## config.mk

```make
export PLATFORM = sky130hd
export DESIGN_NAME = sumador_serial
export DESIGN_NICKNAME = d
export VERILOG_FILES = /design/src/rtl/sumador_serial.sv
export SDC_FILE = /design/constraint.sdc
export NUM_CORES = 1
export LEC_CHECK = 0
export ABC_CLOCK_PERIOD_IN_PS = 1800
export CORE_ASPECT_RATIO = 1.5
export CORE_MARGIN = 4
export CORE_UTILIZATION = 51
export DETAILED_ROUTE_END_ITERATION = 6
export GPL_TIMING_DRIVEN = 0
export PLACE_DENSITY = 0.77
export RECOVER_POWER = 50
export SLEW_MARGIN = 10
export SYNTH_ARGS = -nofsm -noshare
export SYNTH_HDL_FRONTEND = slang
export SYNTH_SLANG_ARGS = --single-unit
```

## constraint.sdc

```tcl
create_clock -name clk -period 1.8 [get_ports clk]
set_input_delay 0.27 -clock clk [delete_from_list [all_inputs] [get_ports clk]]
set_output_delay 0.27 -clock clk [all_outputs]
set_load 0.01 [all_outputs]
```

## src/rtl/sumador_serial.sv

```systemverilog
// Bit-serial adder: two Sumador2_2bits half-adder cells plus an OR form the per-bit full adder.
// A registered carry links the bits. Operands are processed LSB-first, one bit per clock.

module Sumador2_2bits (
    input  logic A,
    input  logic B,
    output logic S,
    output logic C
);
    assign S = A ^ B;
    assign C = A & B;
endmodule

module sumador_serial #(
    parameter int WIDTH = 8
) (
    input  logic             clk,
    input  logic             rst,
    input  logic             start,
    input  logic [WIDTH-1:0] A,
    input  logic [WIDTH-1:0] B,
    output logic [WIDTH-1:0] S,
    output logic             C,
    output logic             busy,
    output logic             done
);
    localparam int CW = $clog2(WIDTH);

    typedef enum logic {IDLE, ADD} state_t;

    state_t           state, state_nx;
    logic [WIDTH-1:0] a_sh, b_sh;
    logic [WIDTH-2:0] s_sh;
    logic [WIDTH-1:0] s_word;
    logic [CW-1:0]    cnt;
    logic             cy;
    logic             s1, c1, sb, c2;
    logic             last;

    Sumador2_2bits u_ha1 (.A(a_sh[0]), .B(b_sh[0]), .S(s1), .C(c1));
    Sumador2_2bits u_ha2 (.A(s1),      .B(cy),      .S(sb), .C(c2));

    // The incoming sum bit enters at the top, so after WIDTH steps the word is aligned.
    assign s_word = {sb, s_sh};
    assign last   = (state == ADD) && (cnt == CW'(WIDTH - 1));

    // NOTE: sequential state uses non-blocking assignments so every register samples pre-edge values.
    always_ff @(posedge clk) begin
        if (rst) state <= IDLE;
        else     state <= state_nx;
    end

    // NOTE: the default assignment up front keeps this block from inferring a latch.
    always_comb begin
        state_nx = state;
        case (state)
            IDLE:    if (start) state_nx = ADD;
            ADD:     if (last)  state_nx = IDLE;
            default: state_nx = IDLE;
        endcase
    end

    always_comb begin
        busy = (state == ADD);
    end

    always_ff @(posedge clk) begin
        if (rst) begin
            a_sh <= '0;
            b_sh <= '0;
            s_sh <= '0;
            cnt  <= '0;
            cy   <= 1'b0;
            S    <= '0;
            C    <= 1'b0;
            done <= 1'b0;
        end else begin
            done <= 1'b0;
            case (state)
                IDLE: begin
                    if (start) begin
                        a_sh <= A;
                        b_sh <= B;
                        cy   <= 1'b0;
                        cnt  <= '0;
                    end
                end
                ADD: begin
                    a_sh <= {1'b0, a_sh[WIDTH-1:1]};
                    b_sh <= {1'b0, b_sh[WIDTH-1:1]};
                    s_sh <= s_word[WIDTH-1:1];
                    cy   <= c1 | c2;
                    if (last) begin
                        cnt  <= '0;
                        S    <= s_word;
                        C    <= c1 | c2;
                        done <= 1'b1;
                    end else begin
                        cnt  <= cnt + 1'b1;
                    end
                end
                default: ;
            endcase
        end
    end
endmodule

```

* After elaboration in Yosys (flattened, before gate mapping) *
Index checks and enable logic that the tools add are counted.

storage, ports and cells
  bits in registers = 38
  bits of input ports = 19
  output and inout port bits = 11

cells by class
  add/sub/neg operators = 1
  equal/unequal tests = 2
  muxes and demuxes = 13
  bitwise operators = 6
  reduce and logical (&&, ||, !) cells = 3

operators with widths
  operator                                       count
  case mux 8 bit (2 select lines)                2
  2-to-1 mux 8 bit                               2
  2-to-1 mux 3 bit                               2
  case mux 3 bit (2 select lines)                1
  2-to-1 mux 1 bit                               4
  case mux 1 bit (2 select lines)                2
  adder 3 x 1 -> 3 bit (second input constant)   1
  equality test 3 bit (second input constant)    1
  AND 1 bit                                      2
  inequality test 2 bit (second input constant)  1
  AND reduction 2 bit                            1
  OR reduction 2 bit                             1
  XOR 1 bit                                      2
  logical AND 1 bit                              1
  inverter 1 bit                                 1
  OR 1 bit                                       1

* Logic depth before layout (Yosys ltp) *
  depth in word-level cells = 4
  depth in mapped cells = 5
  gate-level depth less buffers = 4

* By module *
Synthesis repeated with hierarchy kept, for this count alone.

unflattened totals
  cell total of the unflattened synthesis = 162
  area total of the unflattened synthesis = 1,652.8 um^2

modules (own cells, without submodules)
  module          instances  cells an instance  area an instance (um^2)  sequential area each (um^2)
  sumador_serial  1          160                1,627.8                  760.7
  Sumador2_2bits  2          1                  12.5                     0.0

* Least setup slack after synthesis *
OpenSTA, ideal clock, no wires.

  path type = register to register
  from = register cnt[0]
  to = register cnt[0]
  arrival = 1,262 ps
  setup slack = 471 ps
  cell stages (with the launch flop) = 5
  buffers on the path = 0
  clock period less this slack = 1,329 ps
  cells stage by stage = dfxtp_1 -> ha_1 -> ha_1 -> or3b_2 -> a21oi_2

on the way
  longest elaborated chain between the ends = 4

ends and longest elaborated chain
  item                                                          line  RTL
  start, declared                                               35    logic [CW-1:0] cnt;
  start signal, assigned                                        99    cnt <= cnt + 1'b1;
  branches (longest 2 deep; another with adder 3 x 1 -> 3 bit)  --
  2-to-1 mux 3 bit *                                            93    if (last) begin
  case mux 3 bit (2 select lines) *                             79    case (state)

Mark *: on every way between the ends.
A chain may end at the register's enable or synchronous reset.

* Final worst setup path *
  from = register state, in the netlist busy
  to = register C

on the way
  longest elaborated chain between the ends = 2

ends and longest elaborated chain
  item                             line  RTL
  start, declared                  31    state_t state, state_nx;
  start signal, assigned           50    else state <= state_nx;
  logical AND 1 bit                45    assign last = (state == ADD) && (cnt == CW'(WIDTH - 1));
  AND reduction 2 bit (no line) *  --
  end signal, assigned             96    C <= c1 | c2;
  end, declared                    23    output logic C,

Mark *: on every way between the ends. The rest lies on a longest branch, timed or not.

==> impl_metrics.xml <==
<?xml version="1.0" encoding="UTF-8"?>
<metrics>
  <group name="logic_synthesis">
    <metric name="synthFlopType" unit="">sky130_fd_sc_hd__dfxtp_1</metric>
    <metric name="yosys_register_bits" unit="">38</metric>
    <metric name="synthTopCellsByCount" unit="">sky130_fd_sc_hd__dfxtp_1, sky130_fd_sc_hd__mux2i_1, sky130_fd_sc_hd__a211oi_1, sky130_fd_sc_hd__nor2b_1, sky130_fd_sc_hd__a21oi_1</metric>
    <metric name="yosys_warnings" unit="">0</metric>
    <metric name="postSynthAreaPerCell" unit="um^2">10.2</metric>
    <metric name="netlist_area" unit="um^2">1650</metric>
    <metric name="syn-instance-count" unit="">161</metric>
    <metric name="synth.largest_area_cell" unit="">sky130_fd_sc_hd__dfxtp_1</metric>
    <metric name="asyncSetResetFlopFracSynth" unit="%">0</metric>
    <metric name="synth_sequential_area_ratio" unit="%">46.2</metric>
    <metric name="postSynthNetCount" unit="">183</metric>
    <metric name="ys_types" unit="">23</metric>
    <metric name="most_frequent_cell_after_synthesis" unit="">sky130_fd_sc_hd__dfxtp_1</metric>
    <metric name="synth-edff-count" unit="">0</metric>
    <metric name="synth_top_area_share" unit="%">46.2</metric>
    <metric name="yosys-top-cells-area" unit="">sky130_fd_sc_hd__dfxtp_1, sky130_fd_sc_hd__mux2i_1, sky130_fd_sc_hd__a211oi_1</metric>
  </group>
  <group name="cts">
    <metric name="cts.repair_timing.setup_buffer_count" unit="">0</metric>
    <metric name="ctsHtreeMaxLevel" unit="">2</metric>
    <metric name="cts.sink_count" unit="">38</metric>
    <metric name="cts-hold-fix-buffers" unit="">0</metric>
    <metric name="ctsRootBufferMaster" unit="">sky130_fd_sc_hd__clkbuf_8</metric>
    <metric name="post_cts_resize_count" unit="">0</metric>
    <metric name="numCtsBuffers" unit="">5</metric>
    <metric name="clock_insertion_delay_worst_skew" unit="ns">0.29</metric>
    <metric name="cts.path.max_buffers" unit="">2</metric>
    <metric name="worst_setup_hold_path_clk_slew" unit="ns">0.07</metric>
    <metric name="clock_tree_from_tritoncts" unit="">built</metric>
  </group>
  <group name="timing">
    <metric name="fin_worst_hold_slack" unit="ns">0.305</metric>
    <metric name="setup_viol_count_final" unit="">0</metric>
    <metric name="rsz0062_at_grt" unit="">false</metric>
    <metric name="min_period_over_period" unit="%">87.2</metric>
    <metric name="period_minus_slack" unit="ns">1.57</metric>
    <metric name="slew_violations" unit="">0</metric>
    <metric name="clock-skew-final" unit="ns">0.00433</metric>
    <metric name="fmaxAchievable" unit="MHz">637</metric>
    <metric name="slew-limit-headroom" unit="%">53.9</metric>
    <metric name="fin_hold_viols" unit="">0</metric>
    <metric name="worstMarginPinSlew" unit="ns">0.691</metric>
    <metric name="setup_total_negative_slack" unit="ns">0</metric>
  </group>
  <group name="detailed_routing">
    <metric name="avgViaCountPerCell" unit="">5.42</metric>
    <metric name="routed_wire_length_per_instance" unit="um">13.8</metric>
    <metric name="wl" unit="mm">3.27</metric>
    <metric name="detailedRoute.firstPassIterationCount" unit="">4</metric>
    <metric name="drc_errors" unit="">0</metric>
    <metric name="final_antenna_net_count" unit="">0</metric>
    <metric name="dr_total_vias" unit="">1280</metric>
    <metric name="drtIter0Drc" unit="">29</metric>
  </group>
  <group name="critical_path">
    <metric name="worstPathArrival" unit="ns">1.79</metric>
    <metric name="timing.critical_path.slowest_cell_delay" unit="ns">0.39</metric>
    <metric name="end_kind" unit="">flip-flop</metric>
    <metric name="crit_chain" unit="">clkbuf_1 &gt; buf_6 &gt; clkbuf_1 &gt; nand3_1 &gt; a21oi_1</metric>
    <metric name="most_frequent_cell_on_critical_path" unit="">sky130_fd_sc_hd__clkbuf_1</metric>
    <metric name="setup.worst_path.start_class" unit="">flip-flop</metric>
    <metric name="setup.worst_path.class" unit="">flip-flop to flip-flop</metric>
    <metric name="path_max_fanout" unit="">10</metric>
    <metric name="cp_slowest_cell" unit="">sky130_fd_sc_hd__clkbuf_1</metric>
    <metric name="worstPathRequired" unit="ns">2.02</metric>
  </group>
  <group name="power_and_ir_drop">
    <metric name="power.total" unit="mW">1.66</metric>
    <metric name="power.density" unit="nW/um^2">813</metric>
    <metric name="p_leak" unit="nW">0.787</metric>
    <metric name="peakVddDrop" unit="mV">0.733</metric>
  </group>
  <group name="finish">
    <metric name="area_growth_syn_to_layout" unit="%">23.8</metric>
    <metric name="final_net_count" unit="">218</metric>
    <metric name="n_antenna_cell" unit="">0</metric>
    <metric name="layout_cell_share_with_drive_strength_beyond_1" unit="%">11.7</metric>
  </group>
  <group name="place">
    <metric name="place_congestion" unit="">0.757</metric>
    <metric name="count_of_port_buffers_added_during_placement" unit="">28</metric>
    <metric name="post-dp-hpwl" unit="mm">2.42</metric>
  </group>
  <group name="global_route">
    <metric name="wire_length_of_the_first_global_routing_pass" unit="mm">5.60</metric>
    <metric name="grt_remaining_overflow" unit="">0</metric>
    <metric name="grt_antenna_before_repair" unit="">0</metric>
    <metric name="grt_usage" unit="%">17.7</metric>
    <metric name="grt_pass1_vias" unit="">1257</metric>
    <metric name="maximum_number_of_pins_on_one_net_before_global_route_repair" unit="">12</metric>
  </group>
  <group name="floorplanning">
    <metric name="top_level_ports" unit="">30</metric>
    <metric name="core_footprint" unit="um^2">3130</metric>
    <metric name="row_count" unit="">25</metric>
    <metric name="die_area" unit="um^2">4220</metric>
    <metric name="floorplan.die.height" unit="um">77.6</metric>
    <metric name="chipWidth" unit="um">54.4</metric>
    <metric name="floorplan.initialDensity" unit="%">52.7</metric>
  </group>
  <group name="run">
    <metric name="drv_cap" unit="">0</metric>
  </group>
  <group name="run_status">
    <metric name="outcome" unit="">finished, final reports clean</metric>
  </group>
  <group name="worst_hold_path">
    <metric name="worst_hold_path_type" unit="">primary input to flip-flop</metric>
  </group>
</metrics>
[cell type report]
cell class / count / area [um^2]
Buffer: 15 / 70.1
Clock buffer: 5 / 68.8
Clock inverter: 2 / 10.0
Fill cell: 276 / 1090
Inverter: 1 / 3.75
Multi-Input combinational cell: 107 / 796
Sequential cell: 38 / 761
Tap cell: 40 / 50.0
Timing Repair Buffer: 28 / 280
[worst paths after layout]
check	start	endpoint	slack, ns	cells past startpoint
hold reg to reg	s_sh[0]$_SDFFE_PP0P_	S[0]$_SDFFE_PP0P_	0.49	2
setup / recovery	busy$_SDFF_PP0_	C$_SDFFE_PP0P_	0.23	5
setup reg to reg	busy$_SDFF_PP0_	C$_SDFFE_PP0P_	0.23	5
hold / removal	rst	b_sh[3]$_SDFFE_PP0P_	0.31	2
[critical path: cells and delay by family, from the launching register on]
family / cells / cell delay, ns
and+or+nand+nor: 1 / 0.15
buffers and inverters: 3 / 0.87
AOI/OAI and AO/OA: 1 / 0.15
DFF: 1 / 0.33
[cell usage in the layout, fill, tap and decap left out, drive strengths merged]
cell type,Yosys,routed
nand2b,2,2
nand3b,2,2
or3b,5,5
a211oi,14,14
clkdlybuf4s50,0,28
nor2,8,8
nand3,9,9
nor3,2,2
clkbuf,5,16
inv,1,1
nor2b,14,14
a21oi,14,14
fa,1,1
clkinv,0,2
buf,10,4
a21bo,9,9
mux2i,23,23
dfxtp,38,38
nand2,2,2
ha,2,2
[metrics by stage]
| stage | util (%) | area [um^2] | setup slack (ns) | cells |
|---|---|---|---|---|
| 3_5_place_dp | 63.2 | 1980 | 0.272 | 229 |
| 2_1_floorplan | - | 1650 | 0.471 | 161 |
| 3_3_place_gp | 63.2 | 1980 | 0.312 | 229 |
| 4_1_cts | 65.8 | 2060 | 0.308 | 236 |
| 6_report | 65.2 | 2040 | 0.231 | 236 |
| 5_1_grt | 65.2 | 2040 | 0.0956 | 236 |
[per-layer routing]
layer / GRT usage, % / wire length [um] / vias to the layer above
met4: 5.99 / 44 / 0
li1: - / - / 637
met2: 28.8 / 1730 / 35
met3: 5.18 / 165 / 6
met5: 0 / 0 / -
met1: 21.5 / 1330 / 602
[state kept, by name, summed over array words and instances, names as in the netlist]
name and count:
done 1, a_sh 8, busy 1, C 1
cnt 3, cy 1, b_sh 8, S 8
s_sh 7
[cell families (layout without fill, tap and decap cells)]
logic type	after synthesis	after routing	share of synthesized area [%]
buffers and inverters	16	51	5.54
muxes	23	23	14.0
and+or+nand+nor	44	44	15.3
AOI/OAI and AO/OA	37	37	16.3
adders and majority gates	3	3	2.73
DFF	38	38	46.2
[report_power, final]
group / switching (mW) / internal [mW]
clock: 0.282 / 0.260
combinational: 0.104 / 0.109
sequential: 0.0233 / 0.881
No activity file was read; power rests on OpenSTA's default activity.
